==> src/rtl/exc_commit.sv <==
// Writeback-stage exception / ERTN commit controller: prioritises WB exceptions and
// interrupts, strobes the CSR file and runs the redirect handshake towards fetch.
module exc_commit #(
   parameter bit          INT_EN = 1'b1,
   parameter int unsigned ECNT_W = 32
) (
   input  logic              clk,
   input  logic              resetn,
   input  logic              wb_valid,
   input  logic [31:0]       wb_pc_in,
   input  logic [31:0]       wb_vaddr_in,
   input  logic              wb_adef,
   input  logic              wb_ine,
   input  logic              wb_sys,
   input  logic              wb_brk,
   input  logic              wb_ale,
   input  logic              wb_ertn,
   input  logic              has_int,
   input  logic [31:0]       csr_eentry_data,
   input  logic [31:0]       csr_era_pc,
   input  logic              flush_ready,
   output logic              wb_ex,
   output logic [5:0]        wb_ecode,
   output logic [8:0]        wb_esubcode,
   output logic [31:0]       wb_pc,
   output logic [31:0]       wb_vaddr,
   output logic              ertn_flush,
   output logic              flush_valid,
   output logic [31:0]       flush_target,
   output logic              wb_commit,
   output logic [ECNT_W-1:0] exc_cnt
);

   typedef enum logic {IDLE, REDIRECT} state_t;

   state_t              state_q, state_d;
   logic                active_q;
   logic [31:0]         target_q, target_d;
   logic [ECNT_W-1:0]   cnt_q, cnt_d;
   logic                ev_valid, int_take, exc, ertn;

   always_ff @(posedge clk or negedge resetn) begin
      if (!resetn) begin
         active_q <= 1'b0;
         state_q  <= IDLE;
         target_q <= '0;
         cnt_q    <= '0;
      end else begin
         active_q <= 1'b1;
         state_q  <= state_d;
         target_q <= target_d;
         cnt_q    <= cnt_d;
      end
   end

   always_comb begin
      int_take     = INT_EN & has_int;
      ev_valid     = active_q & (state_q == IDLE) & wb_valid;
      exc          = ev_valid & (int_take | wb_adef | wb_ine | wb_sys | wb_brk | wb_ale);
      ertn         = ev_valid & ~exc & wb_ertn;

      state_d      = state_q;
      target_d     = target_q;
      cnt_d        = cnt_q;
      wb_ex        = 1'b0;
      wb_ecode     = '0;
      wb_esubcode  = '0;
      wb_pc        = '0;
      wb_vaddr     = '0;
      ertn_flush   = 1'b0;
      flush_valid  = 1'b0;
      wb_commit    = ev_valid & ~exc & ~ertn;
      flush_target = active_q ? target_q : '0;
      exc_cnt      = active_q ? cnt_q : '0;

      if (exc) begin
         wb_ex    = 1'b1;
         wb_pc    = wb_pc_in;
         wb_vaddr = wb_vaddr_in;
         // Interrupt outranks synchronous faults; the instruction re-executes after return.
         if (int_take)     wb_ecode = 6'h00;
         else if (wb_adef) wb_ecode = 6'h08;
         else if (wb_ine)  wb_ecode = 6'h0D;
         else if (wb_sys)  wb_ecode = 6'h0B;
         else if (wb_brk)  wb_ecode = 6'h0C;
         else              wb_ecode = 6'h09;
         target_d = csr_eentry_data;
         cnt_d    = (&cnt_q) ? cnt_q : cnt_q + ECNT_W'(1);
         state_d  = REDIRECT;
      end else if (ertn) begin
         ertn_flush = 1'b1;
         target_d   = csr_era_pc;
         state_d    = REDIRECT;
      end

      if (active_q && state_q == REDIRECT) begin
         flush_valid = 1'b1;
         if (flush_ready) state_d = IDLE;
      end
   end

endmodule
==> config.mk <==
export PLATFORM = sky130hd
export DESIGN_NAME = exc_commit
export DESIGN_NICKNAME = d
export VERILOG_FILES = /design/src/rtl/exc_commit.sv
export SDC_FILE = /design/constraint.sdc
export NUM_CORES = 1
export LEC_CHECK = 0
export BUFFER_PORTS_ARGS = -buffer_cell sky130_fd_sc_hd__buf_2
export CORE_MARGIN = 3
export CORE_UTILIZATION = 30
export DETAILED_ROUTE_END_ITERATION = 6
export PLACE_DENSITY_LB_ADDON = 0.15
export SLEW_MARGIN = 30
export SYNTH_ARGS = -nofsm -noshare
export SYNTH_HDL_FRONTEND = slang
export SYNTH_SLANG_ARGS = --single-unit
==> constraint.sdc <==
create_clock -name clk -period 6.1 [get_ports clk]
set_clock_uncertainty 0.05 [all_clocks]
set_input_delay 1.83 -clock clk [delete_from_list [all_inputs] [get_ports clk]]
set_output_delay 1.83 -clock clk [all_outputs]
set_load 0.02 [all_outputs]
==> results.md, run 1 <==
* Outcome: completed
* Reg2reg setup slack at 3560 ps
* Final Hold Viols at 0
* Tot GR Track Use at 16.33%
* EDFF count, synth at 0
* Worst R2R Start: state_q
* Max-cap violations at 0
* Initial antenna violation count at 0
* CTS Root Cell: clkbuf_16
* Worst Hold End: cnt_q[7]
* Hold path start: cnt_q[7]
* Chip Width at 123.1 um
* Rows at 42
* Cell Area, Synth at 4110 um^2
* Drt wl/cell at 14.60 um
* Register area share after synthesis at 40.18%
* Asr flop ratio synth at 100.0%
* Hold path depth at 1
* Final period utilization at 89.26%
* Lkg Pwr at 0.003422 uW
* Grt ovf at 0
* CP arrival at 3560 ps
* Placed cells at 892
* Startpoint types: input port
* Core area at 13300 um^2
* Layout cells sized above 1 at 41.12%
* Fin crit period at 5445 ps
* Worst relative slew slack at 48.22%
* H-tree levels at 3
* Clk slew on worst S/H paths at 50 ps
* Antenna-violating nets left at 0
* Max-slew violations at 0
* Via count at 4095
* Post-CTS Setup Bufs at 0
* Required @ worst endpoint at 4220 ps
* Port buffer count at 274
* Initial DRC Count at 143
* DRT Pass-1 Iters at 4
* Cell Chain, Critical Path: buf_2, or3_1, nor4_2, nand2b_1, inv_4, and2_1, buf_2
* Post-route setup TNS at 0 ps
* Clk_lat worst skew at 320 ps
* Mapped Cells at 466
* Hold-fix buffers, CTS at 0
* Warnings from Yosys at 0
* Die Ht at 123.1 um
* Vias in the first global route at 3781
* Drt via density at 4.510
* Fill cell count at 1328
* Yosys reg bits at 66
* Worst Setup End Kind: output pin
* Top Ports at 286
* CTS Sinks at 66
* Final Setup Violations at 0
* Most used DFF post-synth: dfrtp_1
* Worst path most repeated cell: buf_2
* Avg Inst Size Synth at 8.820 um^2
* Total inserted antenna cells at 0
* Critical path class: input port to output pin
* Synth unique cells at 36
* HPWL Detailed at 10.07 mm
* Worst Tran Pin Value at 776.7 ps
* Largest net degree at the start of global routing at 75
* Die area at 15140 um^2
* DRC viols at 0
* VDD IR max at 0.1601 mV
* CP max stage delay at 400 ps
* R2r endpoint: cnt_q[22]
* Crit-path max FO at 74
* First-pass GRT wire length at 19.60 mm
* Initial core utilization at 30.91%
* PD cells at 292.8 nW/um^2
* Hold slack at 433.4 ps
* Area Growth Syn to Fin at 43.14%
* Worst min path class: flip-flop to flip-flop
* CP max stage cell: or3_1
* CTS Buffer Depth at 2
* Nets at 867
* RD Place Congestion at 0.7989
* RSZ-0062 raised after global routing: no
* CTS tree: built
* Final WL at 13.25 mm
* FF-to-FF path depth at 6
* Fmax at 183.7 MHz
* CTS buffer count at 9
* Final non-filler cell total at 908
-- what timing repair did --
| item | CTS | global route |
|---|---|---|
| setup endpoints to repair | 0 | 64 |
| endpoints found under the hold margin | 0 | 0 |
| resized for setup | 0 | 1 |
-- cell type report --
type | instances | area, um^2 | area share, %
multi-input combinational | 365 | 2286 | 38.86
clock buffer | 9 | 225.2 | 3.828
inverter | 7 | 28.78 | 0.4892
timing repair buffer | 278 | 1401 | 23.82
sequential | 66 | 1652 | 28.07
clock inverter | 7 | 70.07 | 1.191
tap | 176 | 220.2 | 3.743
-- worst max-delay path by stage --
stage          slack [ps]    start            to
3_3_place_gp          610  wb_adef  wb_vaddr[27]
2_1_floorplan         840  wb_adef     wb_pc[26]
5_1_grt               510  wb_adef      wb_pc[3]
4_1_cts               490  wb_adef      wb_pc[4]
6_report              660  wb_adef   wb_vaddr[8]
3_5_place_dp          500  wb_adef      wb_pc[4]
-- per-layer routing --
layer,wire [um],GRT usage [%],up-vias
met1,6126,23.35,1924
met2,6191,25.18,112
met3,772,3.568,16
met4,164,4.083,0
met5,0,0,-
li1,-,-,2043
-- cells in the mapped netlist (2+ instances only) --
cell type	number	share of area [%]
and2_1	129	20
and3_1	2	0.30
and4_1	5	1.1
buf_1	4	0.37
buf_2	4	0.49
buf_4	11	2.0
clkbuf_1	19	1.7
conb_1	2	0.18
dfrtp_1	66	40
inv_1	7	0.64
mux2_2	2	0.55
mux2i_1	32	7.8
nand2_1	51	4.7
nand2b_1	2	0.30
nand3_1	9	1.1
nand4_1	11	1.7
nor2_1	15	1.4
nor3_1	11	1.3
nor3b_1	3	0.55
nor4_1	8	1.2
o21ai_0	32	3.9
o31ai_1	2	0.37
xnor2_1	10	2.1
xor2_1	17	3.6
-- layout by cell type (no fill, tap or decap), types with 2 or more instances in the layout --
cell,Yosys,routed
mux2_2,2,2
clkbuf_16,0,9
xnor2_1,10,10
nand2_1,51,51
buf_2,4,274
and2_1,129,129
and4_1,5,5
nand4_1,11,11
o21ai_0,32,32
nand2b_1,2,2
and3_1,2,2
dfrtp_1,66,66
buf_4,11,4
mux2i_1,32,32
nand3_1,9,8
nor4_1,8,8
nor2_1,15,15
nor3b_1,3,3
clkinv_2,0,3
nor3_1,11,11
xor2_1,17,17
conb_1,2,12
clkinv_4,0,2
o31ai_1,2,2
inv_1,7,6
-- worst max-delay path, delay by kind of cell --
kind | cells | cell delay [ps]
and+or+nand+nor | 4 | 1200
buffers and inverters | 3 | 480
-- metrics by stage --
step | setup slack, ps | util [%] | total power, uW | instance area (um^2)
floorplan | 837.9 | - | 1013 | 4148
global placement | 607.4 | 42.01 | 1216 | 5585
detailed placement | 498.1 | 42.01 | 1234 | 5585
CTS | 494.1 | 44.23 | 1752 | 5881
global route | 510.2 | 44.25 | 1850 | 5883
finish | 655.2 | 44.25 | 1723 | 5883
-- power by group --
group          switching (uW)  total (uW)  internal [uW]  leakage, uW
clock network             191         506            315     0.000145
logic                     344         580            236      0.00243
registers                73.0         637            564     0.000846
-- cells by family after synthesis --
family	share of synthesized area, %
simple gates	34.31
flops	40.18
buf+inv	5.236
compound gates	5.692
mux	8.341
xor+xnor	5.753
other cells	0.1827
fa+ha+maj	0.3044
-- sequential cells by signal (all words and copies together), names as in the netlist --
register / cells
target_q: 32
state_q: 1
cnt_q: 32
active_q: 1
No activity file was read; power rests on OpenSTA's default activity.
==> inputs of run 2 (changes only) <==
CELL_PAD_IN_SITES_DETAIL_PLACEMENT = 1   (was unset)
CELL_PAD_IN_SITES_GLOBAL_PLACEMENT = 1   (was unset)
==> run 2 against run 1 <==
Sequential share of layout area shrank 0.25 points. Total power is 4.7% higher. Utilization up 0.40 points. Highest routed layer unchanged. Largest cell class unchanged.
==> results.md, run 2 (same netlist as run 1, synthesis figures left out) <==
* Outcome: completed
* Rows at 42 (unchanged)
* Worst min path class: flip-flop to flip-flop
* Most common cell after layout, fill and taps aside: buf_2
* Gates resized, CTS repair at 0 (unchanged)
* Port buffer count at 274 (unchanged)
* Worst Setup End Kind: output pin
* Nets at 868 (+0.12%)
* Fin crit period at 5613 ps (+168.3 ps)
* Tot GR Track Use at 18.01% (+1.7 points)
* Top Ports at 286 (unchanged)
* Chip Width at 123.1 um (unchanged)
* Cell Chain, Critical Path: buf_2, or3_1, nor4_2, nand2b_1, clkinv_2, buf_12, and2_1, buf_2
* Hold-fix buffers, CTS at 0 (unchanged)
* CP arrival at 3730 ps (+170 ps)
* RSZ-0062 raised after global routing: no
* Total inserted antenna cells at 0 (unchanged)
* Largest net degree at the start of global routing at 67 (-11%)
* Final non-filler cell total at 909 (+0.11%)
* Fill cell count at 1695 (+28%)
* Die area at 15140 um^2 (unchanged)
* Drt via density at 4.605 (+2.1%)
* RD Place Congestion at 0.7701 (-3.6%)
* Area Growth Syn to Fin at 44.44%
* Max-cap violations at 0 (unchanged)
* Net Switching at 618.8 uW (+1.8%)
* CP max stage delay at 400 ps (about the same)
* VDD IR max at 0.1136 mV (-29%)
* Initial core utilization at 30.91% (unchanged)
* Worst path most repeated cell: buf_2
* H-tree levels at 3 (unchanged)
* Initial antenna violation count at 0 (unchanged)
* CTS Root Cell: clkbuf_16
* Lkg Pwr at 0.003447 uW (+0.75%)
* Fmax at 178.2 MHz (-3.0%)
* First-pass GRT wire length at 21.67 mm (+11%)
* Seq pwr share at 35.3% (-1.7 points)
* DRT Pass-1 Iters at 4 (unchanged)
* Commonest cells after routing, fill and taps aside: buf_2, and2_1, dfrtp_1
* Critical path class: input port to output pin
* Startpoint types: input port
* Vias in the first global route at 4292 (+14%)
* Initial DRC Count at 172 (+20%)
* Crit-path max FO at 66 (-11%)
* Clock power share at 32.0% (+2.6 points)
* Logic pwr share at 32.8% (-0.8 points)
* Power Internal at 1184 uW (+6.2%)
* DRC viols at 0 (unchanged)
* Post-CTS Setup Bufs at 0 (unchanged)
* Max-slew violations at 0 (unchanged)
* Antenna-violating nets left at 0 (unchanged)
* Die Ht at 123.1 um (unchanged)
* CP max stage cell: or3_1
* Grt ovf at 0 (unchanged)
* Regs by FF count: cnt_q: 32 flops, target_q: 32 flops
* Core area at 13300 um^2 (unchanged)
* Final Hold Viols at 0 (unchanged)
* CTS tree: built
* Drt wl/cell at 15.66 um (+7.3%)
* Via count at 4186 (+2.2%)
* Clk slew on worst S/H paths at 60 ps (about the same)
* Clk_lat worst skew at 330 ps (about the same)
* Final period utilization at 92.02% (+2.8 points)
* Switching share of power at 34.33% (-0.95 points)
* HPWL Detailed at 11.01 mm (+9.4%)
* Layout cells sized above 1 at 41.06% (-0.056 points)
* CTS Sinks at 66 (unchanged)
* Final WL at 14.23 mm (+7.4%)
* Worst Tran Pin Value at 787.5 ps (+10.75 ps)
* Final Setup Violations at 0 (unchanged)
* Hold slack at 448.4 ps (+15.01 ps)
* Post-route setup TNS at 0 ps (unchanged)
* Placed cells at 893 (+0.11%)
* CTS Buffer Depth at 2 (unchanged)
* Required @ worst endpoint at 4220 ps (about the same)
* PD cells at 303.7 nW/um^2 (+3.7%)
* Worst relative slew slack at 47.50% (-0.72 points)
* CTS buffer count at 9 (unchanged)
## run 2: changes by cell type in the layout (fill, tap and decap cells not counted)
cell | previous run | this run
buf_12 | 0 | 1
clkbuf_8 | 0 | 2
clkinv_2 | 3 | 2
clkbuf_1 | 0 | 1
clkinvlp_4 | 1 | 0
inv_4 | 1 | 0
clkinv_4 | 2 | 1
bufinv_16 | 1 | 2
## run 2: power groups by stage
stage	sequential (uW)	combinational, uW	clock [uW]
floorplan	620	393	0
finish	636	591	576
global route	658	654	615
global placement	632	584	0
CTS	636	603	595
detailed placement	644	600	0
## run 2: per-layer routing
| metal | up-vias | global-route usage (%) | part of all wire (%) |
|---|---|---|---|
| met2 | 157 | 30.75 | 50 |
| li1 | 2046 | - | - |
| met3 | 15 | 5.078 | 7.5 |
| met1 | 1968 | 22.71 | 42 |
| met5 | - | 0 | 0 |
| met4 | 0 | 4.083 | 1.1 |
## run 2: per-stage QoR
stage	power (uW)	utilization [%]	worst slack [ps]	area (um^2)
4_1_cts	1835	44.65	459.8	5937
5_1_grt	1927	44.65	313.1	5937
6_report	1803	44.65	487.0	5937
3_3_place_gp	1216	42.17	646.6	5607
3_5_place_dp	1244	42.17	476.1	5607
2_1_floorplan	1013	-	837.9	4148
## run 2: path summary, 6_finish.rpt
kind	start	end	slack, ps	cells after the start
max reg2reg	cnt_q[8]	cnt_q[22]	3570	5
min in group asynchronous	resetn	target_q[6]	1530	1
min	cnt_q[11]	cnt_q[11]	450	1
min reg2reg	cnt_q[11]	cnt_q[11]	450	1
max in group asynchronous	resetn	cnt_q[21]	3500	2
max	wb_adef	wb_vaddr[10]	490	8
## run 2: cell type report
type	count	area [um^2]	area share [%]
Timing Repair Buffer	279	1421	23.94
Multi-Input combinational cell	365	2286	38.50
Clock inverter	4	73.82	1.243
Clock buffer	12	256.5	4.320
Inverter	7	27.53	0.4636
Tap cell	176	220.2	3.709
Sequential cell	66	1652	27.82
## run 2: critical path, delay by kind of cell
| kind | cells | cell delay (ps) |
|---|---|---|
| and+or+nand+nor | 4 | 1150 |
| buffers and inverters | 4 | 710 |
